<file path="src/rtl/snake_pkg.sv">
`default_nettype none
// ============================================================================
//  Module  : snake_pkg
//  Purpose : Shared snake direction encodings and the reverse-turn helper.
//            VGA_Display and FruitReg use the same encodings.
//  Ports   : none (package)
//  Rev     : 1.0  initial release
// ============================================================================
package snake_pkg;

  localparam logic [1:0] DIR_UP    = 2'd0;
  localparam logic [1:0] DIR_DOWN  = 2'd1;
  localparam logic [1:0] DIR_LEFT  = 2'd2;
  localparam logic [1:0] DIR_RIGHT = 2'd3;

  // Opposite directions share bit 1 and differ in bit 0 (up/down, left/right).
  function automatic logic is_reverse(input logic [1:0] a, input logic [1:0] b);
    return (a[1] == b[1]) && (a[0] != b[0]);
  endfunction

endpackage
`default_nettype wire

</file>
<file path="src/rtl/dir_fifo.sv">
`default_nettype none
// ============================================================================
//  Module  : dir_fifo
//  Purpose : DEPTH x 2-bit FIFO with simultaneous push/pop, head and tail
//            peek, and an occupancy count.
//  Ports   : clk, rst_n (async active-low), clr (sync clear),
//            push/push_data, pop, head_data, tail_data, count, empty, full
//  Rev     : 1.0  initial release
// ============================================================================
module dir_fifo #(
  parameter  int DEPTH = 4,
  localparam int PTR_W = $clog2(DEPTH),
  localparam int CNT_W = PTR_W + 1
) (
  input  logic             clk,
  input  logic             rst_n,
  input  logic             clr,
  input  logic             push,
  input  logic [1:0]       push_data,
  input  logic             pop,
  output logic [1:0]       head_data,
  output logic [1:0]       tail_data,
  output logic [CNT_W-1:0] count,
  output logic             empty,
  output logic             full
);

  logic [1:0]       mem_q [DEPTH];
  logic [1:0]       mem_d [DEPTH];
  logic [PTR_W-1:0] rd_ptr_q, rd_ptr_d;
  logic [PTR_W-1:0] wr_ptr_q, wr_ptr_d;
  logic [CNT_W-1:0] count_q, count_d;
  logic [PTR_W-1:0] tail_ptr;
  logic             do_pop;
  logic             do_push;

  assign empty     = (count_q == '0);
  assign full      = (count_q == CNT_W'(DEPTH));
  assign count     = count_q;
  assign tail_ptr  = wr_ptr_q - PTR_W'(1);
  assign head_data = mem_q[rd_ptr_q];
  assign tail_data = mem_q[tail_ptr];

  // A pop frees a slot in the same cycle, so a push into a full FIFO is
  // still taken when it is paired with a real pop.
  assign do_pop  = pop && !empty;
  assign do_push = push && (!full || do_pop);

  always_comb begin
    mem_d    = mem_q;
    rd_ptr_d = rd_ptr_q;
    wr_ptr_d = wr_ptr_q;
    count_d  = count_q;
    if (clr) begin
      rd_ptr_d = '0;
      wr_ptr_d = '0;
      count_d  = '0;
    end else begin
      if (do_push) begin
        mem_d[wr_ptr_q] = push_data;
        wr_ptr_d        = wr_ptr_q + PTR_W'(1);
      end
      if (do_pop) begin
        rd_ptr_d = rd_ptr_q + PTR_W'(1);
      end
      unique case ({do_push, do_pop})
        2'b10:   count_d = count_q + CNT_W'(1);
        2'b01:   count_d = count_q - CNT_W'(1);
        default: count_d = count_q;
      endcase
    end
  end

  always_ff @(posedge clk or negedge rst_n) begin
    if (!rst_n) begin
      for (int i = 0; i < DEPTH; i++) begin
        mem_q[i] <= '0;
      end
      rd_ptr_q <= '0;
      wr_ptr_q <= '0;
      count_q  <= '0;
    end else begin
      mem_q    <= mem_d;
      rd_ptr_q <= rd_ptr_d;
      wr_ptr_q <= wr_ptr_d;
      count_q  <= count_d;
    end
  end

endmodule
`default_nettype wire

</file>
<file path="src/rtl/snake_dir_queue.sv">
`default_nettype none
// ============================================================================
//  Module  : snake_dir_queue
//  Purpose : Converts debounced button presses into snake direction commands,
//            rejects same/reverse turns and buffers them until the CPU pops
//            one per game tick.
//  Ports   : clk, RSTN (async active-low), BTN_OK[3:0] (up,down,left,right),
//            rd_en (pop strobe), flush (sync clear),
//            dir_word[31:0] = {~empty, ovf, 22'b0, count[3:0], 2'b0, head_dir},
//            cur_dir[1:0], empty, full
//  Rev     : 1.0  initial release
// ============================================================================
module snake_dir_queue
  import snake_pkg::*;
#(
  parameter int         DEPTH    = 4,
  parameter logic [1:0] INIT_DIR = 2'd3
) (
  input  logic        clk,
  input  logic        RSTN,
  input  logic [3:0]  BTN_OK,
  input  logic        rd_en,
  input  logic        flush,
  output logic [31:0] dir_word,
  output logic [1:0]  cur_dir,
  output logic        empty,
  output logic        full
);

  localparam int CNT_W = $clog2(DEPTH) + 1;

  logic [3:0]       btn_q, btn_d;
  logic [1:0]       cur_dir_q, cur_dir_d;
  logic             ovf_q, ovf_d;

  logic [3:0]       press;
  logic             req_valid;
  logic [1:0]       req_dir;
  logic [1:0]       ref_dir;
  logic             accept;
  logic             push_req;
  logic             pop_ok;

  logic [1:0]       fifo_head;
  logic [1:0]       fifo_tail;
  logic [CNT_W-1:0] fifo_count;
  logic             fifo_empty;
  logic             fifo_full;
  logic [1:0]       head_dir;
  logic [3:0]       count4;

  always_comb begin
    // History tracks the buttons even during flush so held keys do not re-fire.
    btn_d     = BTN_OK;
    press     = BTN_OK & ~btn_q;
    req_valid = |press;

    // Lowest index wins when several buttons rise together.
    req_dir = DIR_RIGHT;
    if (press[0])      req_dir = DIR_UP;
    else if (press[1]) req_dir = DIR_DOWN;
    else if (press[2]) req_dir = DIR_LEFT;

    // Turns are judged against the last queued command, so a burst of taps
    // forms a legal chain rather than each being compared to the heading.
    ref_dir  = fifo_empty ? cur_dir_q : fifo_tail;
    accept   = req_valid && (req_dir != ref_dir) && !is_reverse(req_dir, ref_dir);
    push_req = accept && !flush;
    pop_ok   = rd_en && !fifo_empty && !flush;

    cur_dir_d = cur_dir_q;
    ovf_d     = ovf_q;
    if (flush) begin
      cur_dir_d = INIT_DIR;
      ovf_d     = 1'b0;
    end else begin
      if (pop_ok) begin
        cur_dir_d = fifo_head;
      end
      if (push_req && fifo_full && !pop_ok) begin
        ovf_d = 1'b1;
      end
    end
  end

  always_ff @(posedge clk or negedge RSTN) begin
    if (!RSTN) begin
      btn_q     <= '0;
      cur_dir_q <= INIT_DIR;
      ovf_q     <= 1'b0;
    end else begin
      btn_q     <= btn_d;
      cur_dir_q <= cur_dir_d;
      ovf_q     <= ovf_d;
    end
  end

  dir_fifo #(
    .DEPTH (DEPTH)
  ) u_fifo (
    .clk       (clk),
    .rst_n     (RSTN),
    .clr       (flush),
    .push      (push_req),
    .push_data (req_dir),
    .pop       (pop_ok),
    .head_data (fifo_head),
    .tail_data (fifo_tail),
    .count     (fifo_count),
    .empty     (fifo_empty),
    .full      (fifo_full)
  );

  assign head_dir = fifo_empty ? cur_dir_q : fifo_head;
  assign count4   = 4'(fifo_count);
  assign dir_word = {~fifo_empty, ovf_q, 22'b0, count4, 2'b00, head_dir};
  assign cur_dir  = cur_dir_q;
  assign empty    = fifo_empty;
  assign full     = fifo_full;

endmodule
`default_nettype wire
</file>
<file path="config.mk">
export PLATFORM = sky130hd
export DESIGN_NAME = snake_dir_queue
export DESIGN_NICKNAME = d
export VERILOG_FILES = /design/src/rtl/snake_pkg.sv /design/src/rtl/dir_fifo.sv /design/src/rtl/snake_dir_queue.sv
export SDC_FILE = /design/constraint.sdc
export NUM_CORES = 1
export LEC_CHECK = 0
export ABC_AREA = 0
export CORE_UTILIZATION = 47
export DETAILED_ROUTE_END_ITERATION = 8
export PLACE_DENSITY = 0.82
export SLEW_MARGIN = 10
export SYNTH_ARGS = -nofsm -noshare
export SYNTH_HDL_FRONTEND = slang
export SYNTH_SLANG_ARGS = --single-unit
</file>
<file path="constraint.sdc">
create_clock -name clk -period 3.9 [get_ports clk]
set_clock_uncertainty 0.1 [all_clocks]
set_input_delay 0.78 -clock clk [delete_from_list [all_inputs] [get_ports clk]]
set_output_delay 0.78 -clock clk [all_outputs]
set_load 0.1 [all_outputs]
</file>
Word-level counts from Yosys, hierarchy flattened --
Cells that the tools add are included.
Storage, ports and cells: register bits 22, input bits 8
Cells by class: $add $sub $neg 5, $lt $le $gt $ge 4, equal/unequal tests 6, multiplexer cells 24, bitwise gates (word level) 7, reductions and logical operators 25
Operators by type and width (count):
- 2-to-1 mux 2 bit | 15
- logical AND 1 bit | 11
- greater-or-equal comparator 3 bit, second input constant | 3
- NOT 2 -> 3 bit | 3
- binary-select mux 2 bit (select 2 bit) | 2
- bitwise mux 8 bit | 1
- nonzero test 2 bit | 4
- one-hot mux 3 bit (2 select lines) | 1
- logical NOT 1 bit | 5
- adder 2 x 1 -> 2 bit, second input constant | 2
- AND 4 bit | 1
- demux 2 bit (select 2 bit) | 1
- NOT 4 bit | 1
- OR reduction 4 bit | 1
- adder 3 x 1 -> 3 bit, second input constant | 1
- equality test 3 bit, second input constant | 1
- logical NOT 3 bit | 1
- less-than comparator 3 x 1 -> 1 bit, second input constant | 1
- 2-to-1 mux 1 bit | 3
- 2-to-1 mux 3 bit | 1
- nonzero test 3 bit | 1
- subtractor 3 x 1 -> 3 bit, second input constant | 1
- equality test 2 x 1 -> 1 bit, second input constant | 1
- equality test 2 bit, second input constant | 1
- 7 further kinds | 8

Logic depth before layout (Yosys ltp) --
depth after elaboration 15, mapped depth 10, depth with buffers taken out 10

Hierarchy --
A second synthesis with hierarchy kept.
Unflattened totals: cells, all modules 141, area total of the unflattened synthesis 1482.7 um^2
By module, submodules not included:
- dir_fifo | instances 1, cells an instance 85, area an instance 940.9 um^2
- snake_dir_queue | instances 1, cells an instance 56, area an instance 541.8 um^2

Worst setup path after synthesis --
No wires, ideal clock.
path type register to output, start reg u_fifo.count_q[2], in the netlist u_fifo.count[2], end out full, data arrival time 3.220 ns, data required time 3.020 ns, path slack -0.200 ns, stages on the path, launching flop included 3, cells stage by stage dfrtp_1 > inv_1 > nor3_1
Between the ends: cells in the longest elaborated chain, start to end 1
Ends and longest elaborated chain:
- from (decl) | RTL line dir_fifo.sv:32 | logic [CNT_W-1:0] count_q, count_d;
- from (signal assigned) | RTL line dir_fifo.sv:86 | count_q <= count_d;
- equality test 3 bit | RTL line dir_fifo.sv:38 | assign full = (count_q == CNT_W'(DEPTH));
- to (decl) | RTL line snake_dir_queue.sv:27 | output logic full
Every way passes these cells.

Worst setup path after layout --
start reg u_fifo.count_q[0], in the netlist u_fifo.count[0], end out dir_word[31]
Between the ends: cells in the longest elaborated chain, start to end 2
Ends and longest elaborated chain:
- logical NOT 3 bit | RTL line dir_fifo.sv:37 | assign empty = (count_q == '0);
- NOT 1 bit | RTL line snake_dir_queue.sv:116 | assign dir_word = {~fifo_empty, ovf_q, 22'b0, count4, 2'b00, head_dir};
- to (decl) | RTL line snake_dir_queue.sv:24 | output logic [31:0] dir_word,
Every way passes these cells.

==> results.txt <==
In this run the mean area of a mapped cell was 10.0 sq um. Across the whole layout, storage elements account for 553 sq um. The part of the cycle the worst path needs is 0.835, and the vertical die dimension is 57.5 um. The number of vias per cell after detailed routing was 5.38.

For the highest clock rate, the log shows 307 MHz. The multi-input combinational cells in the finished layout cover a total of 741 sq um. The proportion of layout cells with a drive suffix above 1 works out to 0.175. Clock-pin slew was measured on the worst setup and hold paths at 0.13 ns.

The per-cell routed wire length is 13.7 um, and the clock sink count is 22. The worst min-delay path class is reg -> reg. TritonCTS built the clock tree. The critical path goes through or3_1, clkdlybuf4s50_1.

The combined buffer and inverter count along the critical path came out at 1. Synthesis produced 144 cells. Final-layout fill cell count: 248. The minimum clock period after layout is 3.26 ns, and the number of warnings issued by yosys is 0. For the portion of the post-synthesis area used by sequential elements, the log shows 0.382. The source-to-sink clock delay at the later pin of the worst-skew pair was 0.31 ns. The final layout contains routed wiring with a total length of 2620 um. For this run, design rule violations remaining after detail routing come to 9. The synthesized design contains 0 enable-type register cells. The CTS H-tree depth was 1. Pin placement for this block handled 44 I/O pins.

The final hold violation count was 0; the hold buffer count at cts was 0. In this run the post-CTS setup repair buffer count came out at 0. The checks that failed: design-rule violations. The fraction of registers with async set or reset after synthesis was 1.00; the signed area change from the synthesized netlist to the final layout was 9.86%. Setup repair after global routing left no endpoint under its margin. Setup violations remaining at the end of the flow were counted as 0. Global placement routability congestion: 0.758. Data on the critical path arrives at its endpoint at 2.38 ns. After routing, the total negative slack on setup checks comes to 0 ns. Entering global routing, the biggest net connects 23 pins.

The mapped netlist covers 1450 sq um. Synthesis inferred 22 register bits. The tools report the number of gates resized after CTS as 0. The worst setup path is launched from a flip-flop.

In the final design database the tool counted 174 nets. Before antenna repair, the detailed router went through 6 iterations. For the pin with the worst max-slew slack, the measured transition is 1.02 ns.

Port buffering added 18 buffers. Cell at the root of the clock tree: sky130_fd_sc_hd__clkbuf_4. The residual antenna-violating net count after detailed routing is 0, and the floorplan core area is 2830 sq um. For the via count of the first global-routing pass, the log shows 1009.

For this run, the slowest stage of the critical path takes 1.01 ns. Row generation in the floorplan step produced 19 rows. The tools report the all-layer global routing usage as 0.179. The first global-routing pass estimated 4570 um of wire. For the worst setup path, the data required time is 3.02 ns. Most common flop cell mapped by yosys: sky130_fd_sc_hd__dfrtp_1. Along the worst path, the maximum fanout reaches 9. The distinct cell type count after synthesis came out at 37. The initial antenna violation count was 0. Leaving out fill and tap cells, the most frequent cell in the layout is sky130_fd_sc_hd__conb_1. For the remaining max-slew budget at the tightest pin, the log shows 0.321.

The run finished, with violations left. For this block, the initial DRC count from the detailed router was 46. The setup path with the least slack is of type reg -> out. Global routing finished with a remaining overflow of 0.

The die is 57.5 um wide. The element type at the critical path end was a primary output. The tools report the reported max-cap violation count as 0. The slowest stage of the critical path belongs to the cell sky130_fd_sc_hd__clkdlybuf4s50_1. In this design, the largest share of critical-path delay is due to buffers and inverters. The library cells used most frequently in the layout, excluding fill and tap cells, are 25 x sky130_fd_sc_hd__conb_1, 20 x sky130_fd_sc_hd__dfrtp_1, 14 x sky130_fd_sc_hd__nand2_1, 14 x sky130_fd_sc_hd__clkdlybuf4s50_1, 8 x sky130_fd_sc_hd__mux2_2. After legalization and detailed placement, the total HPWL measured 1910 um. Counting the buffers created by CTS gives 3. Total number of vias: 1028.

The number of max-slew violations in the final report was 0; the maximum clock path buffer count was 2. The logs give 3300 sq um for the die outline area and 0 for the number of diodes. The tools report the starting utilization of the core area as 0.511.
==> logic make-up (layout without fill, tap and decap cells) <==
family                     after synthesis  count (layout)  share of synthesized area
AOI/OAI and AO/OA                       13              13                     0.0571
xor gates and xnor gates                 2               2                     0.0121
adders and majority gates                5               5                     0.0484
buffers and inverters                   37              29                      0.171
DFF                                     22              22                      0.382
muxes                                   15              15                      0.140
other                                    1              25                    0.00259
and+or+nand+nor                         49              49                      0.186
==> worst paths after layout <==
kind	start	end	slack, ns	cells after the start
max in group asynchronous	RSTN	u_fifo.count[2]	2.19	1
max	u_fifo.count[0]	dir_word[31]	0.64	2
max reg2reg	u_fifo.wr_ptr_q[0]	u_fifo.count[1]	0.72	9
min reg2reg	u_fifo.mem_q[2]	u_fifo.mem_q[2]	0.42	1
min in group asynchronous	RSTN	u_fifo.mem_q[0]	0.90	1
min	u_fifo.mem_q[2]	u_fifo.mem_q[2]	0.42	1
==> flip-flops by register name (all words and copies together) (netlist names) <==
| signal | flops |
|---|---|
| btn_q | 4 |
| cur_dir | 2 |
| ovf_q | 1 |
| u_fifo.count | 3 |
| u_fifo.mem_q | 8 |
| u_fifo.rd_ptr_q | 2 |
| u_fifo.wr_ptr_q | 2 |
==> cells in the mapped netlist, drive strengths merged, types with 4 or more instances <==
| cell | instances | area, sq um |
|---|---|---|
| clkbuf | 4 | 15.0 |
| ha | 4 | 50.1 |
| dfrtp | 20 | 500 |
| inv | 5 | 18.8 |
| mux2 | 9 | 105 |
| nor4b | 4 | 35.0 |
| nand2 | 14 | 52.6 |
| a21oi | 5 | 25.0 |
| buf | 28 | 214 |
| nor2 | 7 | 26.3 |
| nor3 | 5 | 25.0 |
| nand2b | 4 | 25.0 |
==> cell type report <==
class	instances	share of cell area
multi-input cells	109	0.466
inverters	5	0.0118
clock buffers	3	0.0142
repair buffers	20	0.117
well taps	31	0.0244
clock inverters	1	0.0189
flip-flops and latches	22	0.348
==> routing by layer <==
metal	GRT usage	wire length, um	part of all wire
met1	0.233	1120	0.43
met5	0	0	0
met4	0.0801	17	0.0065
met2	0.296	1360	0.52
met3	0.0249	118	0.045
==> per-stage QoR <==
step	std cells	utilization	instance area [sq um]	setup slack, ns	hold WS (ns)
floorplan	168	-	1540	0.00330	0.375
global placement	187	0.543	1540	0.709	0.386
detailed placement	187	0.543	1540	0.595	0.394
CTS	191	0.562	1590	0.644	0.425
global route	191	0.562	1590	0.468	0.436
finish	191	0.562	1590	0.642	0.418
==> worst reg2reg max path: stages (launching register included) <==
cell and delay (ns):
sky130_fd_sc_hd__dfrtp_1 0.48, sky130_fd_sc_hd__inv_1 0.10, sky130_fd_sc_hd__ha_1 0.32, sky130_fd_sc_hd__mux4_2 0.33, sky130_fd_sc_hd__a2111oi_0 0.56, sky130_fd_sc_hd__nor4_1 0.14, sky130_fd_sc_hd__fa_1 0.54, sky130_fd_sc_hd__a21oi_1 0.05
sky130_fd_sc_hd__or3_1 0.31, sky130_fd_sc_hd__a31oi_1 0.18
Power is left out: the tool's default activity adds up to more than one toggle a clock period on the data nets, which glitch-free logic cannot reach.
